[config.mk]
export PLATFORM = sky130hd
export DESIGN_NAME = fetch_unit_flat
export DESIGN_NICKNAME = d
export VERILOG_FILES = /design/src/rtl/mips_pkg.sv /design/src/rtl/fetch_unit_if.sv /design/src/rtl/fetch_unit_next_pc.sv /design/src/rtl/fetch_unit.sv /design/src/flat_wrapper.sv
export SDC_FILE = /design/constraint.sdc
export NUM_CORES = 1
export LEC_CHECK = 0
export BUFFER_PORTS_ARGS = -buffer_cell sky130_fd_sc_hd__buf_2
export CAP_MARGIN = 20
export CORE_MARGIN = 4
export CORE_UTILIZATION = 44
export DETAILED_ROUTE_END_ITERATION = 7
export PLACE_DENSITY = 0.74
export SLEW_MARGIN = 15
export SYNTH_ARGS = -nofsm -noshare
export SYNTH_HDL_FRONTEND = slang
export SYNTH_SLANG_ARGS = --single-unit
[constraint.sdc]
create_clock -name clk -period 3.67 [get_ports clk]
set_clock_uncertainty 0.15 [all_clocks]
set_input_delay 1.101 -clock clk [delete_from_list [all_inputs] [get_ports clk]]
set_output_delay 1.101 -clock clk [all_outputs]
set_load 0.01 [all_outputs]
[src/rtl/mips_pkg.sv]
// Shared types and constants for the instruction-fetch stage.
package mips_pkg;

    typedef enum logic [1:0] {
        FETCH = 2'd0,
        EXEC  = 2'd1,
        HALT  = 2'd2
    } fetch_state_t;

    localparam logic [31:0] NOP_INSTR        = 32'h0000_0000;
    localparam logic [31:0] DEFAULT_RESET_PC = 32'h0000_0000;

    // Instruction addresses must be word aligned.
    function automatic logic is_misaligned(input logic [31:0] addr);
        return |(addr & 32'h0000_0003);
    endfunction

endpackage

[src/rtl/fetch_unit_if.sv]
// Instruction-memory request/ready bus between the fetch stage and memory.
interface fetch_unit_if;
    logic [31:0] imem_addr;
    logic        imem_req;
    logic [31:0] imem_rdata;
    logic        imem_ready;

    modport master (output imem_addr, output imem_req, input imem_rdata, input imem_ready);
    modport slave  (input imem_addr, input imem_req, output imem_rdata, output imem_ready);
endinterface

[src/rtl/fetch_unit_next_pc.sv]
// Next-PC selection: jr > jump > taken branch > sequential.
module next_pc (
    input  logic               [31:0] i_pcplus4,
    input  logic               [25:0] i_target,
    input  logic signed        [31:0] i_signimm,
    input  logic               [31:0] i_rs_data,
    input  logic                      i_pcsrc,
    input  logic                      i_jump,
    input  logic                      i_jr,
    output logic               [31:0] o_npc
);
    logic signed [31:0] w_br_off;
    logic        [31:0] w_br_target;
    logic        [31:0] w_j_target;

    // Branch offset is a word count; the add wraps modulo 2^32.
    assign w_br_off    = i_signimm <<< 2;
    assign w_br_target = i_pcplus4 + $unsigned(w_br_off);
    assign w_j_target  = {i_pcplus4[31:28], i_target, 2'b00};

    always_comb begin
        if (i_jr)
            o_npc = i_rs_data;
        else if (i_jump)
            o_npc = w_j_target;
        else if (i_pcsrc)
            o_npc = w_br_target;
        else
            o_npc = i_pcplus4;
    end
endmodule

[src/rtl/fetch_unit.sv]
// Multi-cycle fetch/execute sequencer: holds the PC, fetches over a ready
// handshake, holds the instruction during execution and applies the next PC.
module fetch_unit
    import mips_pkg::*;
#(
    parameter logic [31:0] RESET_PC = DEFAULT_RESET_PC
) (
    input  logic               clk,
    input  logic               reset_n,
    fetch_unit_if.master       imem,
    output logic        [31:0] instr,
    output logic               instr_valid,
    input  logic               exec_done,
    input  logic               pcsrc,
    input  logic               jump,
    input  logic               jr,
    input  logic signed [31:0] signimm,
    input  logic        [31:0] rs_data,
    output logic        [31:0] pc_out,
    output logic        [31:0] pcplus4,
    output logic               misaligned
);
    fetch_state_t r_state;
    fetch_state_t w_state_nxt;
    logic [31:0]  r_pc;
    logic [31:0]  r_instr;
    logic         r_misaligned;
    logic [31:0]  w_npc;
    logic         w_fetch_fire;
    logic         w_exec_fire;
    logic         w_npc_bad;
    logic         w_req;
    logic         w_valid;

    assign w_fetch_fire = (r_state == FETCH) && imem.imem_ready;
    assign w_exec_fire  = (r_state == EXEC) && exec_done;
    assign w_npc_bad    = is_misaligned(w_npc);

    assign pc_out     = r_pc;
    assign pcplus4    = r_pc + 32'd4;
    assign instr      = r_instr;
    assign misaligned = r_misaligned;

    next_pc u_next_pc (
        .i_pcplus4 (pcplus4),
        .i_target  (r_instr[25:0]),
        .i_signimm (signimm),
        .i_rs_data (rs_data),
        .i_pcsrc   (pcsrc),
        .i_jump    (jump),
        .i_jr      (jr),
        .o_npc     (w_npc)
    );

    always_ff @(posedge clk or negedge reset_n) begin
        if (!reset_n)
            r_state <= FETCH;
        else
            r_state <= w_state_nxt;
    end

    always_comb begin
        w_state_nxt = r_state;
        case (r_state)
            FETCH:   if (imem.imem_ready) w_state_nxt = EXEC;
            EXEC:    if (exec_done) w_state_nxt = w_npc_bad ? HALT : FETCH;
            HALT:    w_state_nxt = HALT;
            default: w_state_nxt = FETCH;
        endcase
    end

    always_comb begin
        w_req   = 1'b0;
        w_valid = 1'b0;
        case (r_state)
            FETCH:   w_req   = 1'b1;
            EXEC:    w_valid = 1'b1;
            default: ;
        endcase
    end

    // The request is withdrawn the moment reset asserts, abandoning the fetch.
    assign imem.imem_req  = w_req && reset_n;
    assign imem.imem_addr = r_pc;
    assign instr_valid    = w_valid;

    always_ff @(posedge clk or negedge reset_n) begin
        if (!reset_n) begin
            r_pc         <= RESET_PC;
            r_instr      <= NOP_INSTR;
            r_misaligned <= 1'b0;
        end else begin
            if (w_fetch_fire)
                r_instr <= imem.imem_rdata;
            if (w_exec_fire) begin
                r_pc <= w_npc;
                if (w_npc_bad)
                    r_misaligned <= 1'b1;
            end
        end
    end
endmodule

[src/flat_wrapper.sv]
// flat-port wrapper written by rule: the top's interface ports become plain ports
module fetch_unit_flat import mips_pkg::*;
#(
    parameter logic [31:0] RESET_PC = DEFAULT_RESET_PC
)
  (clk, reset_n, instr, instr_valid, exec_done, pcsrc, jump, jr, signimm, rs_data, pc_out, pcplus4, misaligned, imem_imem_addr, imem_imem_req, imem_imem_rdata, imem_imem_ready);
  fetch_unit_if imem_i ();
  input  logic clk;
  input  logic reset_n;
  output logic        [31:0] instr;
  output logic instr_valid;
  input  logic exec_done;
  input  logic pcsrc;
  input  logic jump;
  input  logic jr;
  input  logic signed [31:0] signimm;
  input  logic        [31:0] rs_data;
  output logic        [31:0] pc_out;
  output logic        [31:0] pcplus4;
  output logic misaligned;
  output wire logic [$bits(imem_i.imem_addr)-1:0] imem_imem_addr;
  output wire logic [$bits(imem_i.imem_req)-1:0] imem_imem_req;
  input wire logic [$bits(imem_i.imem_rdata)-1:0] imem_imem_rdata;
  input wire logic [$bits(imem_i.imem_ready)-1:0] imem_imem_ready;
  assign imem_imem_addr = imem_i.imem_addr;
  assign imem_imem_req = imem_i.imem_req;
  assign imem_i.imem_rdata = imem_imem_rdata;
  assign imem_i.imem_ready = imem_imem_ready;
  fetch_unit #(.RESET_PC(RESET_PC)) u_core (.clk(clk), .reset_n(reset_n), .imem(imem_i), .instr(instr), .instr_valid(instr_valid), .exec_done(exec_done), .pcsrc(pcsrc), .jump(jump), .jr(jr), .signimm(signimm), .rs_data(rs_data), .pc_out(pc_out), .pcplus4(pcplus4), .misaligned(misaligned));
endmodule
# --- Word level (Yosys, flattened, before mapping) ---
# Cells that the tools add are included.
totals:
  reg_bits: 67
  inputBits: 103
  word_cells: 26
classes:
  add_sub_neg: 2
  n_eq_ne: 4
  mux: 9
  n_reduce_logical: 7
ops:
  columns: ["op", "n"]
  rows:
  - ["$mux 32", 3]
  - ["$add 32x3->32 const B", 1]
  - ["$add 32x32->32", 1]
  - ["$mux 2", 3]
  - ["$pmux 2 s3", 1]
  - ["$ne 2x2->1 const B", 2]
  - ["$reduce_and 2->1", 2]
  - ["$logic_and 1x1->1", 3]
  - ["$eq 2x1->1 const B", 1]
  - ["$eq 2x2->1 const B", 1]
  - ["$logic_not 2->1", 1]
  - ["$mux 1", 2]
  - ["$reduce_or 2->1", 1]

# --- Longest topological paths before layout ---
# Gate-level depths: netlist of the first run.
depth:
  ltp_word: 9
  depth_mapped: 17
  ltp_nobuf: 16

# --- By module ---
# Synthesis of the first run repeated with hierarchy kept, for this count alone.
hier_totals:
  cells_unflattened: 660
  hier_area_um2: 5930.7
by_module_without_submodules:
  columns: ["module", "n_inst", "cells_per_inst", "area_each_um2"]
  rows:
  - ["fetch_unit", 1, 264, 3357.0]
  - ["next_pc", 1, 396, 2573.7]

# --- Least setup slack after synthesis of the first run ---
# No wires, ideal clock.
synth_timing:
  path_kind: "reg2reg"
  startpoint: "register u_core.r_pc[9], in the netlist u_core.imem.imem_addr[9]"
  endpoint: "register u_core.r_pc[23], in the netlist u_core.imem.imem_addr[23]"
  setup_ns: 0.127
  t_arrival_ns: 3.379
  slack_ns: 0.014
  path_stages_with_launch: 17
  n_path_buf: 0
  synth_period_minus_slack_ns: 3.656
  path_cell_list: "dfrtp_1 -> and3_1 -> nand4_4 -> nor2_2 -> nand4_1 -> xnor2_1 -> ha_1 -> a21oi_1 -> o2111ai_1 -> a211oi_2 -> nor2_4 -> a21oi_4 -> nand2b_1 -> a211oi_1 -> o21ai_1 -> a211oi_1 -> a21oi_1"
synth_between:
  elab_chain_cells: 5
synth_rtl:
  columns: ["element", "line_no", "rtl"]
  rows:
  - ["start, declared", "fetch_unit.sv:25", "logic [31:0] r_pc;"]
  - ["start signal, assigned", "fetch_unit.sv:96", "r_pc <= w_npc;"]
  - ["$add 32x3->32", "fetch_unit.sv:40", "assign pcplus4 = r_pc + 32'd4;"]
  - ["named net pcplus4[18]", "flat_wrapper.sv:19", "output logic [31:0] pcplus4;"]
  - ["$add 32x32->32", "fetch_unit_next_pc.sv:18", "assign w_br_target = i_pcplus4 + $unsigned(w_br_off);"]
  - ["$mux 32", "fetch_unit_next_pc.sv:26", "else if (i_pcsrc)"]
  - ["$mux 32", "fetch_unit_next_pc.sv:24", "else if (i_jump)"]
  - ["$mux 32", "fetch_unit_next_pc.sv:22", "if (i_jr)"]
# The timed path passes the listed nets, and every way through them passes these cells.
# A chain may end at the register's enable or synchronous reset.

# --- Final worst setup path of the first run ---
layout_timing:
  startpoint: "register u_core.r_pc[18], in the netlist u_core.imem.imem_addr[18]"
  endpoint: "output pcplus4[27]"
layout_between:
  elab_chain_cells: 1
layout_rtl:
  columns: ["element", "line_no"]
  rows:
  - ["$add 32x3->32", "fetch_unit.sv:40"]
  - ["end, declared", "flat_wrapper.sv:19"]
# No other way between the ends.

==> summary.txt, run 1 <==
Outcome
  – Outcome: completed

Pwr
  – P_int: 3.833 mW
  – Switching share of power: 0.4620
  – Flop pwr share: 0.201
  – PwrDens: ~900 nW/um^2
  – Clock network power share: 0.116
  – Max rail drop VDD: 498.2 uV
  – Sw power: 3.292 mW
  – Leak Pwr: ~4 nW
  – Combinational share of power: 0.683

Synth
  – Top cells by area, synth: dfrtp_1, ha_1, mux2_2, xnor2_1, a21oi_1
  – Most frequent cells after synthesis: dfrtp_1, nand2_1, a21oi_1
  – Syn Inst Count: 662
  – Distinct cells, synth: 66
  – Top_reg_cell synth: dfrtp_1
  – Number of flops mapped to enable cells by yosys: 0
  – Async SR Flop Fraction: 1.000
  – Seq/Total Area, Yosys: 0.2905
  – Syn Nets: between 800 and 900
  – Mean Syn Cell Area: 8.719 um^2
  – Cell area after synthesis: 5772 um^2
  – Most used standard cell by instance count after synthesis: dfrtp_1
  – Seq cells post-synth: 67
  – Yosys top cell by area: dfrtp_1
  – Yosys warning total: 0
  – Post-synth top area share: 0.2905

Floorplanning
  – I/O pin total: 234
  – Die Span Y: 122.5 um
  – Die X: approximately 120 um
  – Die area: 15010 um^2
  – Core area: about 13000 um^2
  – Starting density of the core: 0.4537
  – FP Rows: slightly above 40

Worst hold path
  – Hold WC Path Type: reg2reg

Timing
  – Fin. max-slew vios: 0
  – TNS Setup: 0 ps
  – RSZ-0062 raised after global routing: true
  – Final setup margin: 96.73 ps
  – Final Critical Period: 3573 ps
  – Max-slew headroom: 0.3764
  – Setup violations, final: 0
  – Final hold violation count: 0
  – Slew @ Worst Pin: 935.4 ps
  – Final period utilization: 0.9736
  – F_max: 279.9 MHz

Place
  – RePlAce Congestion: 0.9291
  – Number of I/O port buffers: roughly 230
  – Post-DP HPWL: 15340 um
  – Setup slack at placement: -59.74 ps

Setup path
  – Critical Path Max Stage Delay: between 300 and 400 ps
  – Arrival time worst endpoint: around 2300 ps
  – CP max-delay cell: dfrtp_1
  – CP Max Fanout: 4
  – CP most frequent cell: buf_4
  – CP cell instances: and4_4, and3_4, nand4_4, buf_4, nor4_4, nand2_1, xnor2_2, buf_4, buf_6
  – Startpoint Class: register
  – CP Capture Type: output port
  – WS Path Type: reg2out
  – Req. time, crit path: approximately 2400 ps

Clocking
  – Clk buf depth: 2
  – CTS sink count: 67
  – Hold-fix buffers, CTS: 0
  – Clk slew on worst S/H paths: ~60 ps
  – Root Driver: clkbuf_16
  – CTS tree: built
  – CTS buffer count: 9
  – H-tree depth: 3
  – Worst skew pair latency: 340 ps

Drt
  – DRC viols: 0
  – Vias per std cell: 5.482
  – Via Count: 6085
  – Initial DRC Count: 407
  – Avg WL per Cell: 18.12 um
  – DRT antenna net count: 0
  – WL final: 20110 um
  – DRT Pass-1 Iters: 5

Final layout
  – Share of layout cells above drive strength 1: 0.4691
  – Fill count: ~1100
  – Area grow syn2layout: 39.02%
  – ANT cells: 0
  – # nets final: 1073

Global routing
  – Antenna violations before repair: 2
  – Largest net degree at the start of global routing: 68
  – Global-route wire length before repair: between 30000 and 40000 um
  – Vias in the first global route: roughly 5900
  – GRT overflow: 0
  – GRT Overall Usage: 0.2596

Job
  – Number of max-cap violations: 0
==> cells in the final DEF, fill, tap and decap left out, drive strengths merged, types with 4 or more instances in the layout <==
cell type / synthesis / layout
mux2i: 5 / 5
dfrtp: 67 / 67
clkbuf: 23 / 9
nor2: 57 / 57
a31oi: 4 / 4
o21a: 4 / 4
nand3: 13 / 13
a21oi: 61 / 61
a221oi: 6 / 6
clkinv: 1 / 4
and4: 5 / 5
o211ai: 4 / 4
and3: 15 / 15
nand4: 11 / 11
xnor2: 35 / 35
o31ai: 6 / 6
nand2: 66 / 66
mux2: 33 / 33
xor2: 19 / 19
o21ai: 51 / 51
buf: 42 / 325
nand2b: 6 / 6
a21o: 18 / 18
o22ai: 8 / 8
inv: 10 / 12
a211oi: 20 / 20
ha: 36 / 36
==> cell type report <==
type                            instances  area [um^2]  share of cell area
Timing Repair Buffer                  325         1887              0.2351
Sequential cell                        67         1678              0.2091
Multi-Input combinational cell        519         3926              0.4893
Clock buffer                            9        225.2             0.02807
Tap cell                              172        215.2             0.02682
Clock inverter                          7        51.30            0.006393
Inverter                               11        41.29            0.005146
==> routing by layer <==
layer / up-vias / wire (um) / track usage
li1: 2922 / - / -
met3: 47 / 1597 / 0.05484
met1: 2867 / 8358 / 0.3436
met5: - / 14 / 0
met4: 4 / 622 / 0.1043
met2: 245 / 9520 / 0.4143
==> power by group through the flow <==
stage | registers (mW) | clock network (mW) | logic, mW
2_1_floorplan | 1.64 | 0 | 2.68
6_report | 1.43 | 0.827 | 4.86
3_3_place_gp | 1.42 | 0 | 4.52
3_5_place_dp | 1.43 | 0 | 4.58
4_1_cts | 1.42 | 0.839 | 4.62
5_1_grt | 1.50 | 0.865 | 5.29
==> sequential cells by signal, indices dropped and copies added, names as in the netlist <==
signal                 flops
u_core.misaligned          1
u_core.instr              32
u_core.r_state             2
u_core.imem.imem_addr     32
==> cell families (layout without fill, tap and decap cells) <==
kind of cell    count (synthesis)  in the layout  share of synthesized area
buf+inv                        76            352                    0.07284
compound gates                201            201                     0.2313
mux                            38             38                    0.07306
flops                          67             67                     0.2905
simple gates                  189            189                     0.1663
fa+ha+maj                      37             37                    0.08151
xor+xnor                       54             54                    0.08455
==> worst paths after layout <==
check                      cells past startpoint                               endpoint  slack [ps]                                   from
setup / recovery                               9                            pcplus4[27]         100  u_core.imem.imem_addr[18]$_DFFE_PN0P_
hold / removal                                 1          u_core.misaligned$_DFFE_PN0P_         340          u_core.misaligned$_DFFE_PN0P_
setup reg to reg                              15  u_core.imem.imem_addr[31]$_DFFE_PN0P_         120  u_core.imem.imem_addr[18]$_DFFE_PN0P_
hold reg to reg                                1          u_core.misaligned$_DFFE_PN0P_         340          u_core.misaligned$_DFFE_PN0P_
max in group asynchronous                      2   u_core.imem.imem_addr[8]$_DFFE_PN0P_        1880                                reset_n
min in group asynchronous                      2          u_core.r_state[0]$_DFFE_PN0P_         840                                reset_n
==> metrics by stage <==
step	hold slack (ps)	util	instances	cell area (um^2)	total power [mW]
after global placement	305.3	0.5852	1088	7445	5.936
after CTS	346.8	0.6072	1104	7725	6.881
after global routing	358.5	0.6307	1110	8024	7.650
after floorplan	330.0	-	662	5772	4.326
after detailed placement	328.3	0.5852	1088	7445	6.013
final	344.5	0.6307	1110	8024	7.125
==> critical path, delay by kind of cell, from the launching register on <==
| family | cells | cell delay, ps |
|---|---|---|
| buf+inv | 3 | 460 |
| flops | 1 | 340 |
| xor+xnor | 1 | 250 |
| simple gates | 5 | 940 |
==> what timing repair did <==
action,CTS,global route
endpoints found under the setup margin,3,14
pin swaps,1,30
gates cloned,0,0
buffers inserted,0,6
resized for setup,1,50
No activity file was read; power rests on OpenSTA's default activity.
==> inputs of run 2 (changes only) <==
--- a/config.mk
+++ b/config.mk
@@ -7,6 +7,7 @@
 export LEC_CHECK = 0
 export BUFFER_PORTS_ARGS = -buffer_cell sky130_fd_sc_hd__buf_2
 export CAP_MARGIN = 20
+export CORE_ASPECT_RATIO = 1.4
 export CORE_MARGIN = 4
 export CORE_UTILIZATION = 44
 export DETAILED_ROUTE_END_ITERATION = 7
==> run 2 against run 1 <==
Fmax is 1.0% lower. Utilization is 0.73 points lower. Global-route usage is 0.13 points lower. Die area is 0.17% higher. Final area hardly changed. Register-to-register slack worse by 60 ps. Worst hold slack worse by 26 ps. Power is 1.2% higher. Flip-flop and latch count stayed put. Sequential power hardly changed. Combinational power is 0.8% lower. Worst setup slack worse by 38 ps. Critical path type is now reg2reg. Largest cell class unchanged. Largest power group unchanged.
==> summary.txt, run 2 (synthesized netlist as in run 1, its figures left out) <==
Drt
  – WL final: 20430 um (was 20110 um)
  – DRT Pass-1 Iters: 5 (unchanged)
  – Vias per std cell: 5.619 (was 5.482)
  – DRT antenna net count: 0 (unchanged)
  – Via Count: 6114 (was 6085)
  – Initial DRC Count: 347 (was 407)
  – DRC viols: 0 (unchanged)
  – Avg WL per Cell: 18.78 um (was 18.12 um)

Place
  – Setup slack at placement: -68.50 ps (was -59.74 ps)
  – Placed Area: 7406 um^2 (was 7445 um^2)
  – Post-DP HPWL: 15660 um (was 15340 um)
  – Placed Cells: 1067 (was 1088)
  – RePlAce Congestion: 0.9401 (was 0.9291)
  – Number of I/O port buffers: 231 (unchanged)

Timing
  – Final period utilization: 0.9840 (was 0.9736)
  – Setup violations, final: 0 (unchanged)
  – TNS Setup: 0 ps (unchanged)
  – Max-slew headroom: 0.4154 (was 0.3764)
  – WHS: 318.4 ps (was 344.5 ps)
  – Final hold violation count: 0 (unchanged)
  – F_max: 276.9 MHz (was 279.9 MHz)
  – Final Critical Period: 3611 ps (was 3573 ps)
  – Final setup margin: 58.89 ps (was 96.73 ps)
  – RSZ-0062 raised after global routing: true (unchanged)
  – Slew @ Worst Pin: 876.8 ps (was 935.4 ps)
  – Fin. max-slew vios: 0 (unchanged)

Floorplanning
  – Core area: 12870 um^2 (was 12720 um^2)
  – I/O pin total: 234 (unchanged)
  – FP Rows: 49 (was 41)
  – Die X: 104.8 um (was 122.5 um)
  – Starting density of the core: 0.4483 (was 0.4537)
  – Die area: 15040 um^2 (was 15010 um^2)
  – Die Span Y: 143.5 um (was 122.5 um)

Final layout
  – Commonest non-fill, non-tap cell in the layout: buf_2 (unchanged)
  – Fill count: 1138 (was 1132)
  – Multi-input logic area: 3945 um^2 (was 3926 um^2)
  – Non-filler instance count after layout: 1088 (was 1110)
  – Area grow syn2layout: 39.06% (was 39.02%)
  – Commonest cells after routing, fill and taps aside: buf_2, buf_4, dfrtp_1, nand2_1, nor2_1 (was buf_2, buf_4, nand2_1, dfrtp_1, nor2_1)
  – # nets final: 1070 (was 1073)
  – ANT cells: 0 (unchanged)
  – Post-route cell area: 8026 um^2 (was 8024 um^2)
  – Fin util: 0.6234 (was 0.6307)
  – Share of layout cells above drive strength 1: 0.4695 (was 0.4691)
  – Register area: 1677 um^2 (was 1678 um^2)

Clocking
  – CTS buffer count: 9 (unchanged)
  – Clk buf depth: 2 (unchanged)
  – CTS tree: built (unchanged)
  – Root Driver: clkbuf_16 (unchanged)
  – Clk slew on worst S/H paths: 60 ps (about the same)
  – CTS sink count: 67 (unchanged)
  – Worst skew pair latency: 340 ps (about the same)
  – H-tree depth: 3 (unchanged)
  – Hold-fix buffers, CTS: 0 (unchanged)

Global routing
  – Largest net degree at the start of global routing: 68 (unchanged)
  – Global-route wire length before repair: 30980 um (was 30280 um)
  – GRT overflow: 0 (unchanged)
  – GRT Overall Usage: 0.2583 (was 0.2596)
  – Vias in the first global route: 6149 (was 5881)
  – Antenna violations before repair: 0 (was 2)

Setup path
  – CP Max Fanout: 4 (unchanged)
  – CP Capture Type: register (was output port)
  – Req. time, crit path: 3740 ps (was 2420 ps)
  – Startpoint Class: register (unchanged)
  – WS Path Type: reg2reg (was reg2out)
  – Arrival time worst endpoint: 3680 ps (was 2320 ps)

Pwr
  – Max rail drop VDD: 441.1 uV (was 498.2 uV)
  – PwrDens: 898.6 nW/um^2 (was 888.0 nW/um^2)
  – Final Power: 7.213 mW (was 7.125 mW)
  – Leak Pwr: 3.945 nW (was 3.930 nW)

Job
  – Number of max-cap violations: 0 (unchanged)

Worst hold path
  – Hold WC Path Type: reg2reg (unchanged)

Outcome
  – Outcome: completed (unchanged)
-- run 2: cell types whose count changed in the layout (fill, tap and decap cells not counted), sizes merged --
cell,delta
clkbuf,+1
buf,-3
bufinv,+2
inv,-1
clkinv,-2
-- run 2: area by class of cell --
cell class	count	share of cell area
Timing Repair Buffer	322	0.2310
Sequential cell	67	0.2089
Clock inverter	6	0.01107
Tap cell	153	0.02385
Clock buffer	10	0.02853
Inverter	11	0.005144
Multi-Input combinational cell	519	0.4915
-- run 2: final timing paths --
path	startpoint	to	slack (ps)	cells past startpoint
worst min-delay path	u_core.misaligned$_DFFE_PN0P_	u_core.misaligned$_DFFE_PN0P_	320	1
min in group asynchronous	reset_n	u_core.instr[3]$_DFFE_PN0P_	840	2
worst min register to register	u_core.misaligned$_DFFE_PN0P_	u_core.misaligned$_DFFE_PN0P_	320	1
max in group asynchronous	reset_n	u_core.instr[16]$_DFFE_PN0P_	1950	2
worst max-delay path	u_core.imem.imem_addr[11]$_DFFE_PN0P_	u_core.imem.imem_addr[31]$_DFFE_PN0P_	60	17
worst max register to register	u_core.imem.imem_addr[11]$_DFFE_PN0P_	u_core.imem.imem_addr[31]$_DFFE_PN0P_	60	17
-- run 2: what timing repair did --
item,CTS,global route
resized for setup,7,41
pin swaps,3,26
setup buffers,2,3
setup endpoints to repair,3,13
-- run 2: per-layer routing --
layer | GRT usage | wire length, um | vias up
li1 | - | - | 2905
met1 | 0.3036 | 7875 | 2925
met2 | 0.4711 | 10780 | 242
met3 | 0.04449 | 1275 | 42
met4 | 0.09606 | 496 | 0
met5 | 0 | 0 | -
-- run 2: worst max-delay path, stage by stage, from the launching register on --
cell,delay (ps)
dfrtp_1,360
and3_4,210
nand4_4,140
nor2_4,190
nand4_1,110
xnor2_1,270
ha_1,320
a21oi_2,220
o2111ai_2,150
a211oi_2,310
nor2_4,70
a21oi_4,240
buf_12,140
o31ai_4,90
a21o_1,190
nand3_1,80
nor3b_2,170
o21ai_1,80
-- run 2: power breakdown --
| group | switching (mW) | leakage (nW) | internal (mW) |
|---|---|---|---|
| clock | 0.352 | 0.149 | 0.596 |
| combinational | 2.56 | 3.00 | 2.26 |
| sequential | 0.347 | 0.798 | 1.10 |
==> inputs of run 3 (changes only) <==
--- a/config.mk
+++ b/config.mk
@@ -10,6 +10,7 @@
 export CORE_ASPECT_RATIO = 1.4
 export CORE_MARGIN = 4
 export CORE_UTILIZATION = 44
+export CTS_BUF_LIST = sky130_fd_sc_hd__clkbuf_8
 export DETAILED_ROUTE_END_ITERATION = 7
 export PLACE_DENSITY = 0.74
 export SLEW_MARGIN = 15
==> run 3 against run 2 <==
Clock power decreased by 26%. Power decreased by 4.6%. Critical path depth decreased by 1. Sequential power about the same. Utilization decreased by 1.5 points. Worst hold slack improved by 1.6 ps. Worst setup slack got worse by 53 ps. Final area decreased by 2.4%. Combinational power decreased by 2%. Critical path type unchanged. Largest power group unchanged.
==> summary.txt, run 3 (synthesized netlist as in run 1, its figures left out) <==
Outcome
  – Outcome: completed (unchanged)

Global routing
  – GRT Overall Usage: 0.2572 (was 0.2583)
  – Met3 Use GR: 0.04539 (was 0.04449)
  – Most Crowded Layer GR: met2 (unchanged)
  – Largest net degree at the start of global routing: 68 (unchanged)
  – Global-route wire length before repair: 30930 um (was 30980 um)
  – Met2 Use GR: 0.4704 (was 0.4711)
  – Met1 Usage GRT: 0.3020 (was 0.3036)
  – Vias in the first global route: 6136 (was 6149)
  – GRT overflow: 0 (unchanged)
  – Antenna violations before repair: 0 (unchanged)

Final layout
  – Post-route cell area: 7838 um^2 (was 8026 um^2)
  – Commonest non-fill, non-tap cell in the layout: buf_2 (unchanged)
  – Multi-input logic area: 3857 um^2 (was 3945 um^2)
  – Register area: 1677 um^2 (unchanged)
  – Area grow syn2layout: 35.79% (was 39.06%)
  – Fin util: 0.6087 (was 0.6234)
  – Fill count: 1165 (was 1138)
  – ANT cells: 0 (unchanged)
  – # nets final: 1070 (unchanged)
  – Share of layout cells above drive strength 1: 0.4599 (was 0.4695)
  – Commonest cells after routing, fill and taps aside: buf_2, buf_4, dfrtp_1, nand2_1, nor2_1 (unchanged)

Setup path
  – Setup crit start: u_core.imem.imem_addr[5]$_DFFE_PN0P_ (was u_core.imem.imem_addr[11]$_DFFE_PN0P_)
  – Arrival time worst endpoint: 3790 ps (was 3680 ps)
  – CP cell instances: and4_4, nand4_4, nor2_4, and3_1, xor2_1, ha_1, a21oi_1, nor2b_1, o21ai_0, o21ai_2, o311ai_2, a21oi_2, a211oi_2, xnor2_1, mux2i_1, o22ai_1 (was and3_4, nand4_4, nor2_4, nand4_1, xnor2_1, ha_1, a21oi_2, o2111ai_2, a211oi_2, nor2_4, a21oi_4, buf_12, o31ai_4, a21o_1, nand3_1, nor3b_2, o21ai_1)
  – WS Path Type: reg2reg (unchanged)
  – Reg2Reg Setup Slack: 6 ps (was 60 ps)
  – Req. time, crit path: 3800 ps (was 3740 ps)
  – Critical Path Max Stage Delay: 370 ps (was 360 ps)
  – Crit Reg-Reg Startpoint: u_core.imem.imem_addr[5]$_DFFE_PN0P_ (was u_core.imem.imem_addr[11]$_DFFE_PN0P_)
  – Worst r2r dst: u_core.imem.imem_addr[28]$_DFFE_PN0P_ (was u_core.imem.imem_addr[31]$_DFFE_PN0P_)
  – CP Capture Type: register (unchanged)
  – CP Max Fanout: 5 (was 4)
  – CP max-delay cell: dfrtp_1 (unchanged)
  – Worst R2R Path Depth: 16 (was 17)
  – Startpoint Class: register (unchanged)

Timing
  – Final period utilization: 0.9983 (was 0.9840)
  – Final Critical Period: 3664 ps (was 3611 ps)
  – F_max: 272.9 MHz (was 276.9 MHz)
  – Final setup margin: 6.148 ps (was 58.89 ps)
  – Slew @ Worst Pin: 887.2 ps (was 876.8 ps)
  – Final hold violation count: 0 (unchanged)
  – Fin. max-slew vios: 0 (unchanged)
  – RSZ-0062 raised after global routing: true (unchanged)
  – Setup violations, final: 0 (unchanged)
  – TNS Setup: 0 ps (unchanged)
  – Max-slew headroom: 0.4085 (was 0.4154)

Worst hold path
  – Hold WC Path Type: reg2reg (unchanged)
  – Hold path depth: 1 (unchanged)
  – Hold Startpoint: u_core.misaligned$_DFFE_PN0P_ (unchanged)
  – Hold worst-path end: u_core.misaligned$_DFFE_PN0P_ (unchanged)

Clocking
  – CTS buffer count: 9 (unchanged)
  – CTS sink count: 67 (unchanged)
  – Root Driver: clkbuf_8 (was clkbuf_16)
  – Clk buf depth: 2 (unchanged)
  – Worst skew pair latency: 360 ps (was 340 ps)
  – H-tree depth: 3 (unchanged)
  – Clk slew on worst S/H paths: 80 ps (was 60 ps)
  – CTS tree: built (unchanged)

Drt
  – WL final: 20170 um (was 20430 um)
  – DRT Pass-1 Iters: 7 (was 5)
  – Vias per std cell: 5.618 (was 5.619)
  – DRC viols: 0 (unchanged)
  – Initial DRC Count: 377 (was 347)
  – Avg WL per Cell: 18.53 um (was 18.78 um)
  – DRT antenna net count: 0 (unchanged)
  – Via Count: 6112 (was 6114)

Place
  – Setup slack at placement: -68.50 ps (unchanged)
  – RePlAce Congestion: 0.9401 (unchanged)
  – Placed Area: 7406 um^2 (unchanged)
  – Number of I/O port buffers: 231 (unchanged)
  – Post-DP HPWL: 15660 um (unchanged)

Pwr
  – PwrDens: 878.3 nW/um^2 (was 898.6 nW/um^2)
  – Leak Pwr: 3.889 nW (was 3.945 nW)
  – Max rail drop VDD: 427.7 uV (was 441.1 uV)
  – Final Power: 6.883 mW (was 7.213 mW)

Floorplanning
  – I/O pin total: 234 (unchanged)
  – FP Rows: 49 (unchanged)
  – Die Span Y: 143.5 um (unchanged)
  – Starting density of the core: 0.4483 (unchanged)
  – Core area: 12870 um^2 (unchanged)
  – Die area: 15040 um^2 (unchanged)
  – Die X: 104.8 um (unchanged)

Job
  – Number of max-cap violations: 0 (unchanged)
## run 3: worst max path at each step
stage / endpoint / slack, ps / depth (start not counted)
floorplan: u_core.imem.imem_addr[23]$_DFFE_PN0P_ / 10 / 16
global placement: u_core.imem.imem_addr[28]$_DFFE_PN0P_ / -60 / 13
detailed placement: u_core.imem.imem_addr[28]$_DFFE_PN0P_ / -70 / 13
CTS: u_core.imem.imem_addr[28]$_DFFE_PN0P_ / 4 / 17
global route: u_core.imem.imem_addr[28]$_DFFE_PN0P_ / -170 / 16
finish: u_core.imem.imem_addr[28]$_DFFE_PN0P_ / 6 / 16
## run 3: critical path: cells and delay by family (launching register included)
kind                       cells  cell delay [ps]
AOI/OAI and AO/OA              7             1440
and+or+nand+nor                5              850
DFF                            1              370
xor gates and xnor gates       2              370
adders and majority gates      1              300
muxes                          1              100
## run 3: repair_timing
item,CTS,global route
endpoints found under the setup margin,3,13
resized for setup,7,26
setup buffers,3,2
pin swaps,3,11
hold buffers,0,0
## run 3: report_power, final
group / leakage, nW / internal, mW / total, mW / switching (mW)
registers: 0.798 / 1.10 / 1.44 / 0.348
logic: 2.98 / 2.22 / 4.74 / 2.52
clock network: 0.107 / 0.381 / 0.703 / 0.322
total: 3.89 / 3.69 / 6.88 / 3.19
## run 3: layout make-up
class	count	share of cell area
Timing Repair Buffer	322	0.2366
Tap cell	153	0.02443
Multi-Input combinational cell	519	0.4922
Sequential cell	67	0.2139
Clock buffer	9	0.01580
Inverter	11	0.005268
Clock inverter	7	0.01181
## run 3: per-stage QoR
stage	cells	hold slack [ps]
final	1088	320.0
after global placement	1067	308.5
after CTS	1086	326.5
after global routing	1088	367.9
after detailed placement	1067	307.7
after floorplan	662	330.0
## run 3: per-layer routing
layer,share of wire,wire length (um),up-vias
li1,-,-,2897
met1,0.38,7671,2902
met2,0.53,10720,272
met3,0.067,1345,41
met4,0.021,428,0
met5,0,0,-
